===== config.mk =====
export PLATFORM = sky130hd
export DESIGN_NAME = issue_scoreboard
export DESIGN_NICKNAME = d
export VERILOG_FILES = /design/src/rtl/issue_scoreboard_pkg.sv /design/src/rtl/issue_scoreboard_sb_entry.sv /design/src/rtl/issue_scoreboard.sv
export SDC_FILE = /design/constraint.sdc
export NUM_CORES = 1
export LEC_CHECK = 0
export ABC_AREA = 1
export BUFFER_PORTS_ARGS = -buffer_cell sky130_fd_sc_hd__buf_4
export CELL_PAD_IN_SITES_DETAIL_PLACEMENT = 1
export CELL_PAD_IN_SITES_GLOBAL_PLACEMENT = 2
export CORE_MARGIN = 2
export CORE_UTILIZATION = 33
export DETAILED_ROUTE_END_ITERATION = 6
export GPL_TIMING_DRIVEN = 1
export PLACE_DENSITY_LB_ADDON = 0.08
export SLEW_MARGIN = 25
export SYNTH_ARGS = -nofsm -noshare
export SYNTH_HDL_FRONTEND = slang
export SYNTH_HIERARCHICAL = 1
export SYNTH_SLANG_ARGS = --single-unit

===== constraint.sdc =====
create_clock -name clk -period 2.1 [get_ports clk]
set_clock_uncertainty 0.2 [all_clocks]
set_input_delay 0.21 -clock clk [delete_from_list [all_inputs] [get_ports clk]]
set_output_delay 0.21 -clock clk [all_outputs]
set_load 0.005 [all_outputs]

===== src/rtl/issue_scoreboard_pkg.sv =====
// Purpose: shared sizing for the ID-stage register hazard scoreboard.
// Latency: n/a (constants only).
// Backpressure: n/a.
package issue_scoreboard_pkg;

    localparam int SB_NREG = 32;  // architectural registers
    localparam int SB_AW   = 5;   // register address width
    localparam int SB_CW   = 2;   // in-flight counter width per register

    // Largest number of writes that may be in flight to one register.
    localparam int SB_CNT_MAX = (1 << SB_CW) - 1;

endpackage


===== src/rtl/issue_scoreboard_sb_entry.sv =====
// Purpose: in-flight write counter and load-wait flag for one architectural register.
// Latency: state reflects inc/dec/load events one cycle after the edge that samples them.
// Backpressure: none here; the parent raises issue_block before the counter can saturate.
module issue_scoreboard_sb_entry #(
    parameter int CW = 2
) (
    input  logic          clk,
    input  logic          reset,
    input  logic          clear,
    input  logic          inc,     // a new writer of this register issues
    input  logic          dec,     // a writer of this register retires
    input  logic          ld_set,  // the issuing writer is a load
    input  logic          ld_clr,  // load data for this register is on the bypass
    output logic [CW-1:0] cnt,
    output logic          ldw
);

    // Counter and youngest-writer load flag; flush and reset share one path.
    always_ff @(posedge clk) begin
        if (reset || clear) begin
            cnt <= '0;
            ldw <= 1'b0;
        end else begin
            // Simultaneous issue and retire cancel out.
            if (inc && !dec) begin
                cnt <= cnt + 1'b1;
            end else if (dec && !inc && (cnt != '0)) begin
                cnt <= cnt - 1'b1;
            end

            // The youngest writer decides ldw, so a fresh issue beats a load_done.
            if (inc) begin
                ldw <= ld_set;
            end else if (ld_clr) begin
                ldw <= 1'b0;
            end else if (dec && (cnt == CW'(1))) begin
                ldw <= 1'b0;
            end
        end
    end

    // Retiring a register that has nothing in flight means the pipeline lost track.
    a_no_underflow : assert property (@(posedge clk) disable iff (reset || clear)
        !(dec && !inc && (cnt == '0)));

endmodule


===== src/rtl/issue_scoreboard.sv =====
// Purpose: tracks in-flight register writes between issue and writeback for ID hazard checks.
// Latency: queries are combinational from state; issue/retire become visible one cycle later.
// Backpressure: issue_block asks ID to hold when the destination counter is saturated.
module issue_scoreboard
    import issue_scoreboard_pkg::*;
#(
    parameter int NREG = SB_NREG,
    parameter int AW   = SB_AW,
    parameter int CW   = SB_CW
) (
    input  logic          clk,
    input  logic          reset,
    input  logic          issue_fire,
    input  logic          issue_w_en,
    input  logic [AW-1:0] issue_w_addr,
    input  logic          issue_is_load,
    input  logic          load_done,
    input  logic [AW-1:0] load_done_addr,
    input  logic          retire_en,
    input  logic [AW-1:0] retire_addr,
    input  logic          sb_clear,
    input  logic [AW-1:0] r_addr1,
    input  logic [AW-1:0] r_addr2,
    input  logic [AW-1:0] dst_addr,
    input  logic          dst_w_en,
    output logic          src1_pending,
    output logic          src2_pending,
    output logic          src1_load_wait,
    output logic          src2_load_wait,
    output logic          issue_block,
    output logic          sb_busy
);

    logic [CW-1:0] cnt [NREG];
    logic          ldw [NREG];

    // r0 is hardwired to zero, so writes to it never create a hazard.
    assign cnt[0] = '0;
    assign ldw[0] = 1'b0;

    for (genvar i = 1; i < NREG; i++) begin : g_entry
        logic inc;
        logic dec;
        logic ld_clr;

        assign inc    = issue_fire && issue_w_en && (issue_w_addr == AW'(i));
        assign dec    = retire_en && (retire_addr == AW'(i));
        assign ld_clr = load_done && (load_done_addr == AW'(i));

        issue_scoreboard_sb_entry #(
            .CW (CW)
        ) u_entry (
            .clk    (clk),
            .reset  (reset),
            .clear  (sb_clear),
            .inc    (inc),
            .dec    (dec),
            .ld_set (issue_is_load),
            .ld_clr (ld_clr),
            .cnt    (cnt[i]),
            .ldw    (ldw[i])
        );
    end

    // Source/destination queries see pre-edge state; WB data is bypassed by ID.
    always_comb begin
        src1_pending   = (r_addr1 != '0) && (cnt[r_addr1] != '0);
        src2_pending   = (r_addr2 != '0) && (cnt[r_addr2] != '0);
        src1_load_wait = (r_addr1 != '0) && ldw[r_addr1];
        src2_load_wait = (r_addr2 != '0) && ldw[r_addr2];
        issue_block    = dst_w_en && (dst_addr != '0) && (cnt[dst_addr] == '1);
    end

    // Busy whenever any register still has a write in flight.
    always_comb begin
        sb_busy = 1'b0;
        for (int i = 0; i < NREG; i++) begin
            sb_busy = sb_busy | (cnt[i] != '0);
        end
    end

endmodule

==> metrics.md, run 1 <==
| Metric | Value |
|---|---|
| Status | `finished with violations` |
| Failing checks | `negative setup slack` |
| Core region area | `26,000 sq um` |
| Clock Path Buffers | `2` |
| 1st-pass router iterations | `7` |
| Gp weighted congestion | `a little under 1` |
| CTS tree | `done` |
| Synthesis-to-finish area growth | `23.1%` |
| First-pass GRT wire length | `~58,000 um` |
| Cell area after layout | `10,700 sq um` |
| PortBufs | `44` |
| Vias/cell | `between 5 and 6` |
| Wire length per cell | `between 15 and 20 um` |
| Cell area after synthesis | `about 8700 sq um` |
| Reg clk slew, reported paths | `roughly 0.07 ns` |
| Fmax | `~430 MHz` |
| Net count, final | `1,718` |
| Warnings from Yosys | `6` |
| CP Max Fanout | `3` |
| Register Area | `between 1500 and 2000 sq um` |
| Final setup vio count | `3` |
| Number of DRC markers in iteration 0 | `721` |
| Max VDD drop | `around 0.00025 V` |
| Pwr dens | `roughly 400 nW/um^2` |
| Chip Height | `roughly 170 um` |
| Clk sinks | `between 90 and 100` |
| Setup WS post-layout | `-0.218 ns` |
| Reg2Reg Depth | `9` |
| Vias in the first global route | `a little over 10,000` |
| Dpl ws | `roughly 0.094 ns` |
| Worst Path Arrival | `1.91 ns` |
| Max transition margin | `between 60 and 70%` |
| Gr ovfl total | `0` |
| Hold Path Class | `in -> reg` |
| Layout cell share with drive strength beyond 1 | `between 20% and 30%` |
| Largest net degree at the start of global routing | `32` |
| Fill count | `around 3,500` |
| Remaining routing DRC violations | `0` |
| CP startpoint kind | `register` |
| Overall power | `4.31 mW` |
| HPWL after DPL | `30,500 um` |
| Crit end category | `primary output` |
| Footprint of the multi-input gates | `~6000 sq um` |
| Max Cap Viol | `0` |
| Min Tclk post-route | `between 2 and 2.5 ns` |
| Rows | `59` |
| Starting Density | `between 30% and 40%` |
| Initial antenna violation count | `0` |
| Leak | `between 4 and 5 nW` |
| DRT antenna net count | `0` |
| GRT Util Overall | `between 20 and 30%` |
| Hold_buf cts | `0` |
| Sequential share of the synthesized area | `between 20% and 30%` |
| Unrepaired setup endpoints after global routing | `true` |
| Synthesized flop and latch total | `between 90 and 100` |
| Die W | `approximately 170 um` |
| Clk Latency, worst-skew pair | `0.37 ns` |
| Syn nets | `1,588` |
| Period utilisation layout | `110%` |
| WS Path Type | `reg -> out` |
| Io pins | `45` |
| Worst Hold Depth | `5` |
| R2R Setup Slk | `between 0.5 and 0.6 ns` |
| Post-Route WL | `around 38,000 um` |
| CTS H-Tree Depth | `3` |
| DIE AREA | `around 28,000 sq um` |
| Vias | `~10,000` |
| N_diodes | `0` |
| CP required | `about 1.7 ns` |
| Pins over their slew limit | `0` |
| Clock root cell | `clkbuf_16` |
| Area post-placement | `between 9000 and 10,000 sq um` |
| Slew @ Worst Pin | `between 0.5 and 0.6 ns` |
| Final hold vios | `0` |
| Mean Syn Cell Area | `between 5 and 6 sq um` |
| TritonCTS Buffers | `9` |
| Synth unique cells | `31` |
| Synth Instances | `roughly 1,500` |
-- cell usage in the layout, fill, tap and decap left out, types with 4 or more instances in the layout --
| cell | count |
|---|---|
| nand2_2 | 37 |
| o211ai_1 | 16 |
| or2_4 | 8 |
| nand2_1 | 351 |
| ha_1 | 62 |
| nand3_2 | 44 |
| nand4_1 | 8 |
| clkbuf_16 | 9 |
| dfxtp_1 | 43 |
| nor3_1 | 6 |
| nor2_2 | 9 |
| buf_6 | 10 |
| nor2_1 | 194 |
| inv_2 | 36 |
| dfxtp_4 | 16 |
| dfxtp_2 | 34 |
| nor2_4 | 6 |
| a21oi_1 | 82 |
| inv_1 | 248 |
| a22oi_1 | 7 |
| nand3_1 | 194 |
| buf_4 | 123 |
| a21oi_2 | 34 |
| o2111ai_1 | 4 |
| o21ai_0 | 15 |
-- power breakdown --
group	switching [mW]	internal, mW	total [mW]
logic	0.506	0.233	0.739
clock network	0.852	0.970	1.82
registers	0.00577	1.75	1.75
-- area by class of cell --
cell class	count	share of cell area [%]
clock buffer	10	2.23
inverter	286	10.0
multi-input combinational	1093	55.1
clock inverter	6	0.653
timing repair buffer	134	9.84
tap	335	3.90
sequential	93	18.3
-- cells in the mapped netlist --
master	instances	share of area (%)
buf_4	4	0.34
or2_2	8	0.57
o22ai_1	2	0.14
nand3_1	210	12
nor4_1	4	0.29
nand2_1	356	15
nand4_1	8	0.57
inv_2	32	1.4
or3b_2	1	0.10
buf_6	2	0.26
clkinv_1	2	0.086
o2111ai_1	4	0.40
o211ai_2	1	0.14
a21oi_2	31	3.1
nor2_2	2	0.14
nand3_2	31	3.6
clkbuf_1	4	0.17
clkbuf_2	1	0.057
a21oi_1	85	4.9
inv_1	252	11
dfxtp_1	93	21
buf_8	1	0.17
o21ai_0	18	1.0
nor2_1	204	8.8
a22oi_1	8	0.69
nand2_2	32	2.3
nor2_4	3	0.39
ha_1	62	8.9
o211ai_1	16	1.4
nor3_1	7	0.40
buf_2	3	0.17
-- registers in the layout, indices dropped and copies added, names as in the netlist --
name,count
g_entry.u_entry/ldw,31
g_entry.u_entry/cnt,62
-- layer usage --
| layer | vias to the layer above | part of all wire [%] | track usage, % |
|---|---|---|---|
| met5 | - | 0 | 0 |
| met4 | 0 | 2.5 | 7.61 |
| met3 | 52 | 4.5 | 4.25 |
| met1 | 4794 | 46 | 35.6 |
| met2 | 213 | 47 | 46.5 |
| li1 | 4967 | - | - |
-- stage by stage --
step | hold WS (ns) | setup TNS (ns) | cells | utilization [%]
floorplan | 0.158 | 0 | 1487 | -
global placement | 0.268 | 0 | 1932 | 38.4
detailed placement | 0.273 | 0 | 1932 | 38.4
CTS | 0.101 | -0.187 | 1948 | 40.3
global route | 0.123 | -0.570 | 1957 | 41.3
finish | 0.106 | -0.373 | 1957 | 41.3
-- path summary, 6_finish.rpt --
| check | endpoint | startpoint |
|---|---|---|
| max reg2reg | g_entry[8].u_entry/cnt[0]$_SDFFE_PP0P_ | g_entry[8].u_entry/cnt[0]$_SDFFE_PP0P_ |
| max | sb_busy | g_entry[24].u_entry/cnt[0]$_SDFFE_PP0P_ |
| min | g_entry[12].u_entry/ldw$_SDFFE_PP0P_ | issue_w_addr[0] |
| min reg2reg | g_entry[5].u_entry/ldw$_SDFFE_PP0P_ | g_entry[5].u_entry/ldw$_SDFFE_PP0P_ |
-- kinds of logic after synthesis --
family,after synthesis,synth area share [%]
and+or+nand+nor,866,44.5
DFF,93,21.4
AOI/OAI and AO/OA,165,11.8
buffers and inverters,301,13.5
adders and majority gates,62,8.90
-- worst max-delay path, cell delays in order, from the launching register on --
cell     delay, ns
dfxtp_1       0.32
or2_4         0.28
nor4_4        0.32
nand2_1       0.11
nor3_2        0.23
nand2_1       0.13
buf_4         0.16
-- timing repair --
action,4_1_cts,5_1_grt
gates cloned,0,0
pin swaps,6,20
buffers inserted,0,10
gates resized for setup,64,74
endpoints found under the setup margin,4,6
Note: power is estimated with default switching activity, not from simulation.
==> run 2: changes to the inputs <==
- CELL_PAD_IN_SITES_DETAIL_PLACEMENT: 1 -> not set
- CELL_PAD_IN_SITES_GLOBAL_PLACEMENT: 2 -> not set
- CORE_UTILIZATION: 33 -> 61
==> run 2 against run 1 <==
  * The run ends with design-rule violations, negative setup slack left
  * Maximum frequency increased by 4.5%
  * First-iteration DRC count increased by 72%
  * Sequential power about the same
  * Combinational power decreased by 8.5%
  * Die area decreased by 45%
  * Worst hold slack got worse by 0.0061 ns
==> metrics.md, run 2 (same netlist as run 1, synthesis figures left out) <==
| Metric | Value |
|---|---|
| Wire length per cell | `17.6 um (-8.9%)` |
| Final setup vio count | `2 (-1)` |
| Max Cap Viol | `0 (unchanged)` |
| Fmax | `451 MHz (+4.5%)` |
| Slew @ Worst Pin | `0.493 ns (-0.0400 ns)` |
| Chip Height | `124 um (-26%)` |
| Hold Startpoint | `issue_w_addr[2]` |
| Reg2Reg Depth | `9 (unchanged)` |
| Cell-by-cell listing of the critical path | `or2_4 -> nor2_2 -> nand3_1 -> nor4_2 -> nand2_1 -> buf_4` |
| Worst Hold End | `g_entry[16].u_entry/ldw$_SDFFE_PP0P_` |
| Largest register FFs | `62 (unchanged)` |
| Initial antenna violation count | `0 (unchanged)` |
| Clk Latency, worst-skew pair | `0.36 ns (about the same)` |
| Starting Density | `62.6% (+29 points)` |
| Clock Path Buffers | `2 (unchanged)` |
| Crit path buf inv count | `1 (unchanged)` |
| Power share of the clock group | `40.4% (-1.9 points)` |
| Seq pwr share | `43.1% (+2.5 points)` |
| GRT Util Overall | `40.2% (+13 points)` |
| Most frequent cells in the layout | `354 x nand2_1, 250 x inv_1, 202 x nand3_1` |
| Crit-path max cell delay | `0.35 ns (+0.03 ns)` |
| Fill count | `1,237 (-65%)` |
| Crit end category | `primary output` |
| Worst Path Arrival | `1.81 ns (-0.10 ns)` |
| Vias in the first global route | `9,079 (-11%)` |
| Post-Route WL | `30,900 um (-18%)` |
| CTS H-Tree Depth | `3 (unchanged)` |
| N_diodes | `0 (unchanged)` |
| CTS tree | `done` |
| Net load switching power | `1.29 mW (-5.4%)` |
| Internal Power | `2.79 mW (-5.3%)` |
| R2r startpoint | `g_entry[8].u_entry/cnt[0]$_SDFFE_PP0P_` |
| Vias | `10,300 (+2.4%)` |
| Pwr dens | `405 nW/um^2 (+0.94%)` |
| WS Path Type | `reg -> out` |
| Gp weighted congestion | `1.07 (+9.1%)` |
| CP required | `1.69 ns (about the same)` |
| Status | `finished with violations` |
| Io pins | `45 (unchanged)` |
| Hold Path Class | `in -> reg` |
| Logic gate share of total power | `16.5% (-0.6 points)` |
| Net Sw Frac | `31.6% (about the same)` |
| Worst Hold Depth | `5 (unchanged)` |
| Final hold vios | `0 (unchanged)` |
| Net count, final | `1,671 (-2.7%)` |
| Cell total after placement | `1,731 (-10%)` |
| CP Max Fanout | `4 (+1)` |
| Failing checks | `design-rule violations, negative setup slack` |
| Top Registers | `g_entry.u_entry/cnt (62), g_entry.u_entry/ldw (31)` |
| First-pass GRT wire length | `46,500 um (-20%)` |
| Largest net degree at the start of global routing | `32 (unchanged)` |
| Synthesis-to-finish area growth | `15.5%` |
| PortBufs | `44 (unchanged)` |
| Reg clk slew, reported paths | `0.07 ns (about the same)` |
| Max VDD drop | `0.000450 V (+80%)` |
| Remaining routing DRC violations | `2 (+2)` |
| Post-route non-filler standard cell count | `1,755 (-10%)` |
| HPWL after DPL | `23,300 um (-24%)` |
| Worst r2r dst | `g_entry[8].u_entry/cnt[1]$_SDFFE_PP0P_` |
| Largest Register | `g_entry.u_entry/cnt` |
| R2R Setup Slk | `0.55 ns (about the same)` |
| Max transition margin | `67.0% (+2.7 points)` |
| Gr ovfl total | `0 (unchanged)` |
| Core region area | `13,900 sq um (-46%)` |
| Die W | `124 um (-26%)` |
| TritonCTS Buffers | `9 (unchanged)` |
| Period utilisation layout | `106% (-4.8 points)` |
| Layout cell share with drive strength beyond 1 | `19.9% (-3.7 points)` |
| Clk sinks | `93 (unchanged)` |
| Unrepaired setup endpoints after global routing | `true` |
| Slowest-stage cell, CP | `dfxtp_1` |
| Min Tclk post-route | `2.22 ns (-0.100 ns)` |
| Setup WS post-layout | `-0.117 ns (+0.100 ns)` |
| Leak | `4.09 nW (-6.6%)` |
| Number of DRC markers in iteration 0 | `1,241 (+72%)` |
| Most common cell after layout, fill and taps aside | `nand2_1` |
| Clock root cell | `clkbuf_16` |
| Rows | `43 (-27%)` |
| CP startpoint kind | `register` |
| 1st-pass router iterations | `7 (unchanged)` |
| DIE AREA | `15,300 sq um (-45%)` |
| Hold WS | `0.0995 ns (-0.00612 ns)` |
| Vias/cell | `5.85 (+14%)` |
| Pins over their slew limit | `0 (unchanged)` |
| DRT antenna net count | `0 (unchanged)` |
| CP top delay family | `simple AND/OR/NAND/NOR gates` |
==> run 2: changes by cell type in the layout (fill, tap and decap cells not counted), moves of 6 or more <==
cell	before	now
buf_4	123	82
buf_6	10	3
dfxtp_1	43	54
dfxtp_4	16	9
nand3_1	194	202
nand3_2	44	38
==> run 2: worst max-delay path by stage <==
| stage | endpoint | slack (ns) | from | cells past startpoint |
|---|---|---|---|---|
| global placement | sb_busy | 0.08 | g_entry[9].u_entry/cnt[0]$_SDFFE_PP0P_ | 6 |
| global route | sb_busy | -0.09 | g_entry[30].u_entry/cnt[0]$_SDFFE_PP0P_ | 6 |
| detailed placement | sb_busy | 0.10 | g_entry[9].u_entry/cnt[0]$_SDFFE_PP0P_ | 6 |
| CTS | sb_busy | -0.08 | g_entry[9].u_entry/cnt[1]$_SDFFE_PP0P_ | 6 |
| floorplan | sb_busy | 0.48 | g_entry[9].u_entry/cnt[0]$_SDFFE_PP0P_ | 5 |
| finish | sb_busy | -0.12 | g_entry[1].u_entry/cnt[1]$_SDFFE_PP0P_ | 6 |
==> run 2: what timing repair did <==
item,CTS,global route
pin swaps,6,9
hold buffers,0,0
buffers inserted,7,1
resized for setup,34,68
setup endpoints to repair,4,5
==> run 2: power groups by stage <==
stage               clock network (mW)  registers, mW  logic [mW]
CTS                               1.66           1.77       0.634
floorplan                            0           1.81       0.334
global route                      1.72           1.76       0.715
finish                            1.65           1.76       0.676
global placement                     0           1.81       0.623
detailed placement                   0           1.81       0.625
==> run 2: layout make-up <==
| cell class | instances | area, sq um | share of cell area (%) |
|---|---|---|---|
| Multi-Input combinational cell | 1093 | 5870 | 58.2 |
| Clock inverter | 6 | 57.6 | 0.571 |
| Sequential cell | 93 | 1930 | 19.2 |
| Timing Repair Buffer | 87 | 689 | 6.84 |
| Inverter | 286 | 1070 | 10.7 |
| Clock buffer | 10 | 229 | 2.27 |
| Tap cell | 180 | 225 | 2.24 |
==> run 2: per-layer routing <==
metal	track usage, %	vias to the layer above	part of all wire (%)
met5	0	-	0
met2	61.9	635	43
met3	11.7	133	13
met1	51.3	4613	39
li1	-	4884	-
met4	19.4	0	4.9
==> run 2: worst min-delay path, delay by kind of cell <==
kind	cells	cell delay, ns
AOI/OAI and AO/OA	1	0.05
buffers and inverters	2	0.25
and+or+nand+nor	2	0.10
==> run 2: stage by stage <==
stage | utilization [%] | power [mW] | setup WS [ns] | TNS [ns] | area, sq um
6_report | 72.3 | 4.08 | -0.117 | -0.133 | 10100
5_1_grt | 72.3 | 4.20 | -0.0867 | -0.194 | 10100
4_1_cts | 71.0 | 4.06 | -0.0822 | -0.0822 | 9890
3_5_place_dp | 67.9 | 2.44 | 0.101 | 0 | 9460
3_3_place_gp | 67.9 | 2.44 | 0.0771 | 0 | 9460
2_1_floorplan | - | 2.14 | 0.484 | 0 | 8720
